$ cat src/rtl/output_grant_pkg.sv
// Shared definitions for the output grant engine.
//   grant_state_t : IDLE / WAITING / GRANTED
//   MODE_*        : delay_mode encodings
//   LFSR_TAPS     : Galois feedback mask for x^16+x^14+x^13+x^11+1
//   lfsr_step     : one right-shift Galois step
package output_grant_pkg;

  typedef enum logic [1:0] {
    IDLE    = 2'd0,
    WAITING = 2'd1,
    GRANTED = 2'd2
  } grant_state_t;

  localparam int MODE_ZERO  = 0;
  localparam int MODE_FIXED = 1;
  localparam int MODE_RAND  = 2;

  localparam logic [15:0] LFSR_TAPS = 16'hB400;

  function automatic logic [15:0] lfsr_step(input logic [15:0] value);
    return (value >> 1) ^ (value[0] ? LFSR_TAPS : 16'h0000);
  endfunction

endpackage

$ cat src/rtl/grant_lfsr.sv
// Free-running 16-bit Galois LFSR used to draw pseudo-random grant delays.
// Ports:
//   clk        : clock
//   resetn     : asynchronous active-low reset, reloads seed
//   lfsr_value : current LFSR state
module grant_lfsr
  import output_grant_pkg::*;
#(
  parameter logic [15:0] seed = 16'hACE1
) (
  input  logic        clk,
  input  logic        resetn,
  output logic [15:0] lfsr_value
);

  logic [15:0] lfsr_reg;

  always_ff @(posedge clk or negedge resetn) begin
    if (!resetn) begin
      lfsr_reg <= seed;
    end else begin
      lfsr_reg <= lfsr_step(lfsr_reg);
    end
  end

  assign lfsr_value = lfsr_reg;

endmodule

$ cat src/rtl/output_grant_engine.sv
// Output grant engine for one switch input port. Accepts the selected VC
// request, waits a mode-dependent delay, checks downstream credit for the
// latched (output, VC) and holds a one-hot output grant until `last`.
// Ports:
//   clk, resetn               : clock, asynchronous active-low reset
//   selected_request          : per-output VC request vector
//   output_dest/output_vc_dest: destination of the current request
//   last                      : final beat of the granted packet
//   credit_avail              : credit bits, index dest*vc_total+vc
//   grant_from_output_arbiter : one-hot output grant
//   grant_vc                  : VC of the active grant (0 when idle)
//   busy                      : engine not idle
//   grant_cnt                 : saturating count of granted packets
module output_grant_engine
  import output_grant_pkg::*;
#(
  parameter int          vc_num      = 3,
  parameter int          prio_num    = 2,
  parameter int          output_num  = 8,
  parameter int          delay_mode  = 1,
  parameter int          fixed_delay = 3,
  parameter int          delay_bits  = 2,
  parameter logic [15:0] lfsr_seed   = 16'hACE1,
  localparam int         vc_total    = vc_num * prio_num,
  localparam int         dw          = $clog2(output_num),
  localparam int         vw          = $clog2(vc_total)
) (
  input  logic                                 clk,
  input  logic                                 resetn,
  input  logic [output_num-1:0][vc_total-1:0]  selected_request,
  input  logic [dw-1:0]                        output_dest,
  input  logic [vw-1:0]                        output_vc_dest,
  input  logic                                 last,
  input  logic [output_num*vc_total-1:0]       credit_avail,
  output logic [output_num-1:0]                grant_from_output_arbiter,
  output logic [vw-1:0]                        grant_vc,
  output logic                                 busy,
  output logic [15:0]                          grant_cnt
);

  localparam int cw = output_num * vc_total;
  // One spare index bit so the padded credit vector is always strictly wider
  // than the real one; out-of-range VC codes then read as "no credit".
  localparam int iw = $clog2(cw + 1);

  grant_state_t          state_reg, state_next;
  logic [delay_bits-1:0] cnt_reg, cnt_next;
  logic [dw-1:0]         dest_reg, dest_next;
  logic [vw-1:0]         vc_reg, vc_next;
  logic [15:0]           grant_cnt_reg;

  logic [15:0]           lfsr_value;
  logic [delay_bits-1:0] delay_val;
  logic [(2**iw)-1:0]    credit_ext;
  logic [iw-1:0]         live_idx, q_idx;
  logic                  req_any, live_credit, q_credit;
  logic                  grant_en, first_grant;
  logic [dw-1:0]         grant_dest;
  logic [vw-1:0]         grant_vc_sel;
  logic                  unused_lfsr_bits;

  grant_lfsr #(.seed(lfsr_seed)) u_lfsr (
    .clk        (clk),
    .resetn     (resetn),
    .lfsr_value (lfsr_value)
  );

  assign unused_lfsr_bits = ^lfsr_value[15:delay_bits];
  assign req_any          = |selected_request;

  always_comb begin
    if (delay_mode == MODE_RAND) begin
      delay_val = lfsr_value[delay_bits-1:0];
    end else if (delay_mode == MODE_FIXED) begin
      delay_val = delay_bits'(fixed_delay);
    end else begin
      delay_val = '0;
    end
  end

  always_comb begin
    credit_ext          = '0;
    credit_ext[cw-1:0]  = credit_avail;
  end

  assign live_idx    = iw'(output_dest) * iw'(vc_total) + iw'(output_vc_dest);
  assign q_idx       = iw'(dest_reg) * iw'(vc_total) + iw'(vc_reg);
  assign live_credit = credit_ext[live_idx];
  assign q_credit    = credit_ext[q_idx];

  always_comb begin
    state_next   = state_reg;
    cnt_next     = cnt_reg;
    dest_next    = dest_reg;
    vc_next      = vc_reg;
    grant_en     = 1'b0;
    first_grant  = 1'b0;
    grant_dest   = dest_reg;
    grant_vc_sel = vc_reg;
    case (state_reg)
      IDLE: begin
        if (req_any) begin
          dest_next = output_dest;
          vc_next   = output_vc_dest;
          if (delay_val == '0) begin
            if (live_credit) begin
              // Zero-delay grant bypasses the latch and uses the live target.
              grant_en     = 1'b1;
              first_grant  = 1'b1;
              grant_dest   = output_dest;
              grant_vc_sel = output_vc_dest;
              state_next   = last ? IDLE : GRANTED;
            end else begin
              cnt_next   = '0;
              state_next = WAITING;
            end
          end else begin
            cnt_next   = delay_val - 1'b1;
            state_next = WAITING;
          end
        end
      end
      WAITING: begin
        // Withdrawal takes priority over a grant that would fire this cycle.
        if (!req_any) begin
          state_next = IDLE;
        end else if (cnt_reg != '0) begin
          cnt_next = cnt_reg - 1'b1;
        end else if (q_credit) begin
          grant_en    = 1'b1;
          first_grant = 1'b1;
          state_next  = last ? IDLE : GRANTED;
        end
      end
      GRANTED: begin
        grant_en = 1'b1;
        if (last) begin
          state_next = IDLE;
        end
      end
      default: begin
        state_next = IDLE;
      end
    endcase
  end

  always_ff @(posedge clk or negedge resetn) begin
    if (!resetn) begin
      state_reg     <= IDLE;
      cnt_reg       <= '0;
      dest_reg      <= '0;
      vc_reg        <= '0;
      grant_cnt_reg <= '0;
    end else begin
      state_reg <= state_next;
      cnt_reg   <= cnt_next;
      dest_reg  <= dest_next;
      vc_reg    <= vc_next;
      if (first_grant && (grant_cnt_reg != 16'hFFFF)) begin
        grant_cnt_reg <= grant_cnt_reg + 16'd1;
      end
    end
  end

  // Gating with resetn keeps the zero-delay combinational grant low while
  // reset is held.
  genvar gi;
  generate
    for (gi = 0; gi < output_num; gi++) begin : g_grant
      assign grant_from_output_arbiter[gi] =
        grant_en && resetn && (grant_dest == dw'(gi));
    end
  endgenerate

  assign grant_vc  = (grant_en && resetn) ? grant_vc_sel : '0;
  assign busy      = (state_reg != IDLE);
  assign grant_cnt = grant_cnt_reg;

endmodule
$ cat config.mk
export PLATFORM = sky130hd
export DESIGN_NAME = output_grant_engine
export DESIGN_NICKNAME = d
export VERILOG_FILES = /design/src/rtl/output_grant_pkg.sv /design/src/rtl/grant_lfsr.sv /design/src/rtl/output_grant_engine.sv
export SDC_FILE = /design/constraint.sdc
export NUM_CORES = 1
export LEC_CHECK = 0
export BUFFER_PORTS_ARGS = -buffer_cell sky130_fd_sc_hd__buf_4
export CAP_MARGIN = 20
export CORE_ASPECT_RATIO = 1.1
export CORE_MARGIN = 2
export CORE_UTILIZATION = 46
export DETAILED_ROUTE_END_ITERATION = 10
export PLACE_DENSITY_LB_ADDON = 0.12
export SKIP_CTS_REPAIR_TIMING = 1
export SLEW_MARGIN = 20
export SYNTH_ARGS = -nofsm -noshare
export SYNTH_HDL_FRONTEND = slang
export SYNTH_SLANG_ARGS = --single-unit
$ cat constraint.sdc
create_clock -name clk -period 7.77 [get_ports clk]
set_input_delay 1.554 -clock clk [delete_from_list [all_inputs] [get_ports clk]]
set_output_delay 1.554 -clock clk [all_outputs]
set_load 0.05 [all_outputs]
==> results of run 1 <==
[synth_stat cells (2+ instances only)]
cell,number
a41oi_1,2
nor4_2,2
nand3b_1,3
inv_1,11
mux2i_1,9
ha_1,13
fa_1,2
buf_4,3
mux4_2,11
o21ai_0,5
mux2_2,7
mux2_4,2
and3_1,7
dfrtp_1,26
nor3_1,4
and4_1,2
buf_6,4
nor2_1,4
xnor2_1,14
a21oi_1,5
or3_1,3
a22oi_1,2
nor2b_1,2
a31oi_1,2
nand3_1,11
nor4b_2,3
nor4_1,13
nand2_1,11
clkbuf_1,3
nor3b_1,3
nand4_1,7
[layer usage]
| metal | vias to the layer above | routed length, um |
|---|---|---|
| met3 | 7 | 410 |
| met5 | - | 0 |
| met4 | 0 | 55 |
| met2 | 70 | 3237 |
| met1 | 1039 | 2680 |
| li1 | 1041 | - |
[path summary, 6_finish.rpt]
kind                         startpoint                           end  slack [ns]
setup / recovery            dest_reg[1]  grant_from_output_arbiter[0]        1.25
hold / removal             grant_cnt[6]                  grant_cnt[6]        0.50
setup reg to reg            dest_reg[1]                 grant_cnt[12]        3.65
hold reg to reg            grant_cnt[6]                  grant_cnt[6]        0.50
max in group asynchronous        resetn                 grant_cnt[12]        6.32
min in group asynchronous        resetn                  grant_cnt[6]        1.18
[where the power goes]
| group | switching [mW] | total (mW) | internal (mW) |
|---|---|---|---|
| clock network | 0.0422 | 0.0770 | 0.0348 |
| logic | 0.416 | 0.811 | 0.395 |
| registers | 0.0547 | 0.224 | 0.170 |
| total | 0.513 | 1.11 | 0.600 |
[final cells by class]
| type | count | area [um^2] |
|---|---|---|
| clock buffer | 3 | 41.29 |
| fill | 396 | 1408 |
| inverter | 11 | 41.29 |
| multi-input combinational | 162 | 1450 |
| sequential | 26 | 650.6 |
| tap | 56 | 70.07 |
| timing repair buffer | 132 | 991.0 |
[stage by stage]
step,area (um^2),worst slack (ns),power [mW]
finish,3244,1.252,1.112
global route,3244,0.8717,1.201
CTS,3244,1.238,1.120
detailed placement,3203,1.535,1.042
global placement,3203,1.620,1.028
floorplan,2221,1.615,0.9112
[logic make-up (layout without fill, tap and decap cells)]
family                   Yosys count  count (layout)  synth area share
AND/OR/NAND/NOR                   82              82            0.2349
flip-flops                        26              26            0.2930
adder cells (fa/ha/maj)           15              15           0.09127
multiplexers                      29              29            0.2011
buffers and inverters             21             146           0.05408
XOR/XNOR                          15              15           0.06254
AO/OA/AOI/OAI                     21              21           0.06310
==> flow_summary.yaml, run 1 <==
timing:
  skew_ns: 0.001909
  worst_pin_slew_ns: 0.9578
  fin_tns_setup_ns: 0
  max_slew_margin: 0.3614
  hold_viol_final: 0
  period_minus_slack_ns: 6.518
  holdWs_ns: 0.4977
  rsz0062_at_grt: "no"
  drv_slew: 0
  fmax_mhz: 153.4
  timing.final.crit_share: 0.8389
  setup-violations-final: 0
floorplanning:
  start_util: 0.4774
  die_area_um2: 5400
  die_h_um: 76.88
  ios: 133
  die_w_um: 70.25
  rows: 26
  core_um2: 4652
clock_network:
  cts_root_buffer: "clkbuf_8"
  insertion_delay_ns: 0.27
  cts_sinks: 26
  htreeDepth: 1
  numCtsBuffers: 3
  path_clk_slew_ns: 0.09
  clockBufferDepth: 2
  tritoncts: "yes"
flow_run:
  timing.max_cap.violations: 0
worst_setup_path:
  critPathLaunchType: "register"
  cp_max_fo: 22
  cpMaxStageDelayCell: "o21ai_2"
  cp.arrival_ns: 4.96
  crit_required_ns: 6.22
  crit_chain: "inv_1 -> ha_1 -> fa_1 -> xor2_2 -> mux4_2 -> and4b_1 -> a311o_1 -> o21ai_2 -> a21oi_1 -> nor4b_1 -> buf_4"
  cp.depth: 11
  worst_setup_path_end_kind: "output port"
  crit_family: "compound AO/OA/AOI/OAI gates"
  max_stage_delay_ns: 0.70
  path_class: "reg2out"
  path_buf_inv: 2
  reg2regPathDepth: 10
route:
  post_drt_wl_per_cell_um: 16.37
  post-route-drc-count: 0
  wirelength_um: 6383
  first_pass_iters: 4
  via_per_inst: 5.531
  ant_nets: 0
  drt_first_iter_violations: 77
  via_count: 2157
finish:
  stdcell_count: 390
  largest_reg_flops: 16
  final_cell_mix: "132 x buf_4, 26 x dfrtp_1, 14 x xnor2_1"
  layout-drive-gt1-share: 0.4910
  post-route-util: 0.6974
  area_delta_synth_final_pct: 46.08
  final_common_cell: "buf_4"
  finalNetCount: 456
  antenna-diode-count: 0
placement:
  gp_congestion: 0.8408
  hpwl_um: 5220
  post-place-cells: 387
  io_buffers: 132
grt:
  grt_max_degree: 28
  use_met1: 0.3027
  antenna_found_initial: 0
  grt_pass1_vias: 2100
  track_usage: 0.2332
  grt_use_met3: 0.04731
  grt_util_met2: 0.4028
  grt_busiest_layer: "met2"
  grt_overflow: 0
  grt_pass1_wl_um: 10170
yosys:
  synth_top_area_frac: 0.2930
  ys.flop_type: "dfrtp_1"
  syn_inst: 209
  ys_ff_latch: 26
  avgSynthCellArea_um2: 10.63
  synth_edf_count: 0
  synth_cell_types: 44
  synth.area.top_cells: "dfrtp_1 29%, mux4_2 11%, ha_1 7.3%, xnor2_1 5.5%, mux2i_1 4.1%"
  ys_seq_area_frac: 0.2930
  syn-cell-area_um2: 2221
  syn_nets: 329
  yosysWarnings: 0
  yosysTopAreaCell: "dfrtp_1"
  ys_async_sr_fraction: 1.000
hold_path:
  hold_path_class: "reg2reg"
  min_path_cells: 1
power:
  leakage_nw: 1.537
  power_per_cell_area_nw_per_um2: 342.9
  peakVddDrop_v: 0.0001744
outcome:
  status: "complete, no violations"
(Power assumes the default switching activity.)
==> run 2, diff against run 1 <==
--- a/config.mk
+++ b/config.mk
@@ -9,7 +9,7 @@
 export CAP_MARGIN = 20
 export CORE_ASPECT_RATIO = 1.1
 export CORE_MARGIN = 2
-export CORE_UTILIZATION = 46
+export CORE_UTILIZATION = 44
 export DETAILED_ROUTE_END_ITERATION = 10
 export PLACE_DENSITY_LB_ADDON = 0.12
 export SKIP_CTS_REPAIR_TIMING = 1
==> constraint.sdc (replaced) <==
create_clock -name clk -period 6 [get_ports clk]
set_input_delay 1.2 -clock clk [delete_from_list [all_inputs] [get_ports clk]]
set_output_delay 1.2 -clock clk [all_outputs]
set_load 0.05 [all_outputs]
==> run 2 against run 1 <==
Wire length decreased by 0.42%. Critical path depth decreased by 1. Total power increased by 32%. Highest routed layer unchanged. Cell count increased by 1.0%.
==> flow_summary.yaml, run 2 (synthesis results as in run 1) <==
finish:
  largest_reg_flops: 16
  final_common_cell: "buf_4"
  antenna-diode-count: 0
  final_cell_mix: "133 x buf_4, 26 x dfrtp_1, 14 x xnor2_1"
  area_delta_synth_final_pct: 47.15
  post-route-util: 0.6626
  stdcell_count: 394
  final_area_um2: 3268
  layout-drive-gt1-share: 0.4940
  fillCellCount: 403
  finalNetCount: 457
flow_run:
  timing.max_cap.violations: 0
placement:
  hpwl_um: 5202
  post-place-cells: 390
  io_buffers: 132
  pre_cts_ws_ns: 0.9433
  gp_congestion: 0.8221
  placed_cell_area_um2: 3213
route:
  wirelength_um: 6356
  first_pass_iters: 4
  ant_nets: 0
  post_drt_wl_per_cell_um: 16.13
  drt_first_iter_violations: 87
  via_per_inst: 5.406
  via_count: 2130
  post-route-drc-count: 0
hold_path:
  hold_path_class: "reg2reg"
  min_path_cells: 1
worst_setup_path:
  critPathLaunchType: "register"
  cp.arrival_ns: 4.11
  worst_setup_path_end_kind: "output port"
  crit_required_ns: 4.80
  path_class: "reg2out"
  cp_max_fo: 11
  reg2regPathDepth: 10
clock_network:
  cts_sinks: 26
  path_clk_slew_ns: 0.09
  clockBufferDepth: 2
  insertion_delay_ns: 0.26
  htreeDepth: 1
  tritoncts: "yes"
  cts_root_buffer: "clkbuf_8"
  numCtsBuffers: 3
floorplanning:
  rows: 27
  core_um2: 4932
  die_h_um: 78.52
  start_util: 0.4503
  die_area_um2: 5633
  die_w_um: 71.74
  ios: 133
grt:
  antenna_found_initial: 0
  grt_overflow: 0
  grt_pass1_wl_um: 10250
  grt_pass1_vias: 2104
  track_usage: 0.2261
  grt_max_degree: 28
power:
  finalPower_mw: 1.467
  peakVddDrop_v: 0.0002977
  leakage_nw: 1.549
  power_per_cell_area_nw_per_um2: 449.0
outcome:
  status: "complete, no violations"
timing:
  drv_slew: 0
  setup_ws_ns: 0.6914
  period_minus_slack_ns: 5.309
  skew_ns: 0.002548
  max_slew_margin: 0.3685
  fmax_mhz: 188.4
  hold_viol_final: 0
  holdWs_ns: 0.5017
  worst_pin_slew_ns: 0.9472
  rsz0062_at_grt: "no"
  timing.final.crit_share: 0.8848
  setup-violations-final: 0
  fin_tns_setup_ns: 0
==> run 2: cell count changes in the layout (fill, tap and decap cells not counted), sizes merged <==
cell    change
buf         +1
clkbuf      +1
==> run 2: layer usage <==
| layer | vias up | track usage | wire [um] |
|---|---|---|---|
| met5 | - | 0 | 0 |
| met4 | 0 | 0.05094 | 72 |
| met3 | 8 | 0.03338 | 408 |
| met2 | 70 | 0.4046 | 3202 |
| met1 | 1002 | 0.2854 | 2672 |
| li1 | 1050 | - | - |
==> run 2: path summary, 6_finish.rpt <==
| check | end | from | slack (ns) |
|---|---|---|---|
| setup / recovery | grant_from_output_arbiter[0] | dest_reg[2] | 0.69 |
| hold / removal | grant_cnt[6] | grant_cnt[6] | 0.50 |
| setup reg to reg | state_reg[0] | dest_reg[2] | 2.23 |
| hold reg to reg | grant_cnt[6] | grant_cnt[6] | 0.50 |
| max in group asynchronous | vc_reg[0] | resetn | 4.92 |
| min in group asynchronous | grant_cnt[13] | resetn | 0.83 |
==> run 2: power breakdown <==
part / total [mW] / leakage [nW] / internal (mW) / switching, mW
registers: 0.291 / 0.336 / 0.220 / 0.0709
clock network: 0.110 / 0.0288 / 0.0585 / 0.0516
logic: 1.07 / 1.18 / 0.521 / 0.546
==> run 2: layout make-up <==
type                    count  area, um^2  area share
multi-input cells         162        1450      0.4437
repair buffers            133       998.5      0.3055
inverters                  11       41.29     0.01263
flip-flops and latches     26       650.6      0.1991
clock buffers               4       55.05     0.01685
well taps                  58       72.57     0.02221
==> run 2: critical path, stage by stage, from the launching register on <==
cell,delay [ns]
dfrtp_1,0.58
inv_1,0.18
fa_1,0.63
xor2_2,0.34
mux4_2,0.54
and4b_1,0.21
a311o_1,0.32
o21ai_2,0.14
a21oi_1,0.28
nor4b_1,0.36
buf_4,0.25
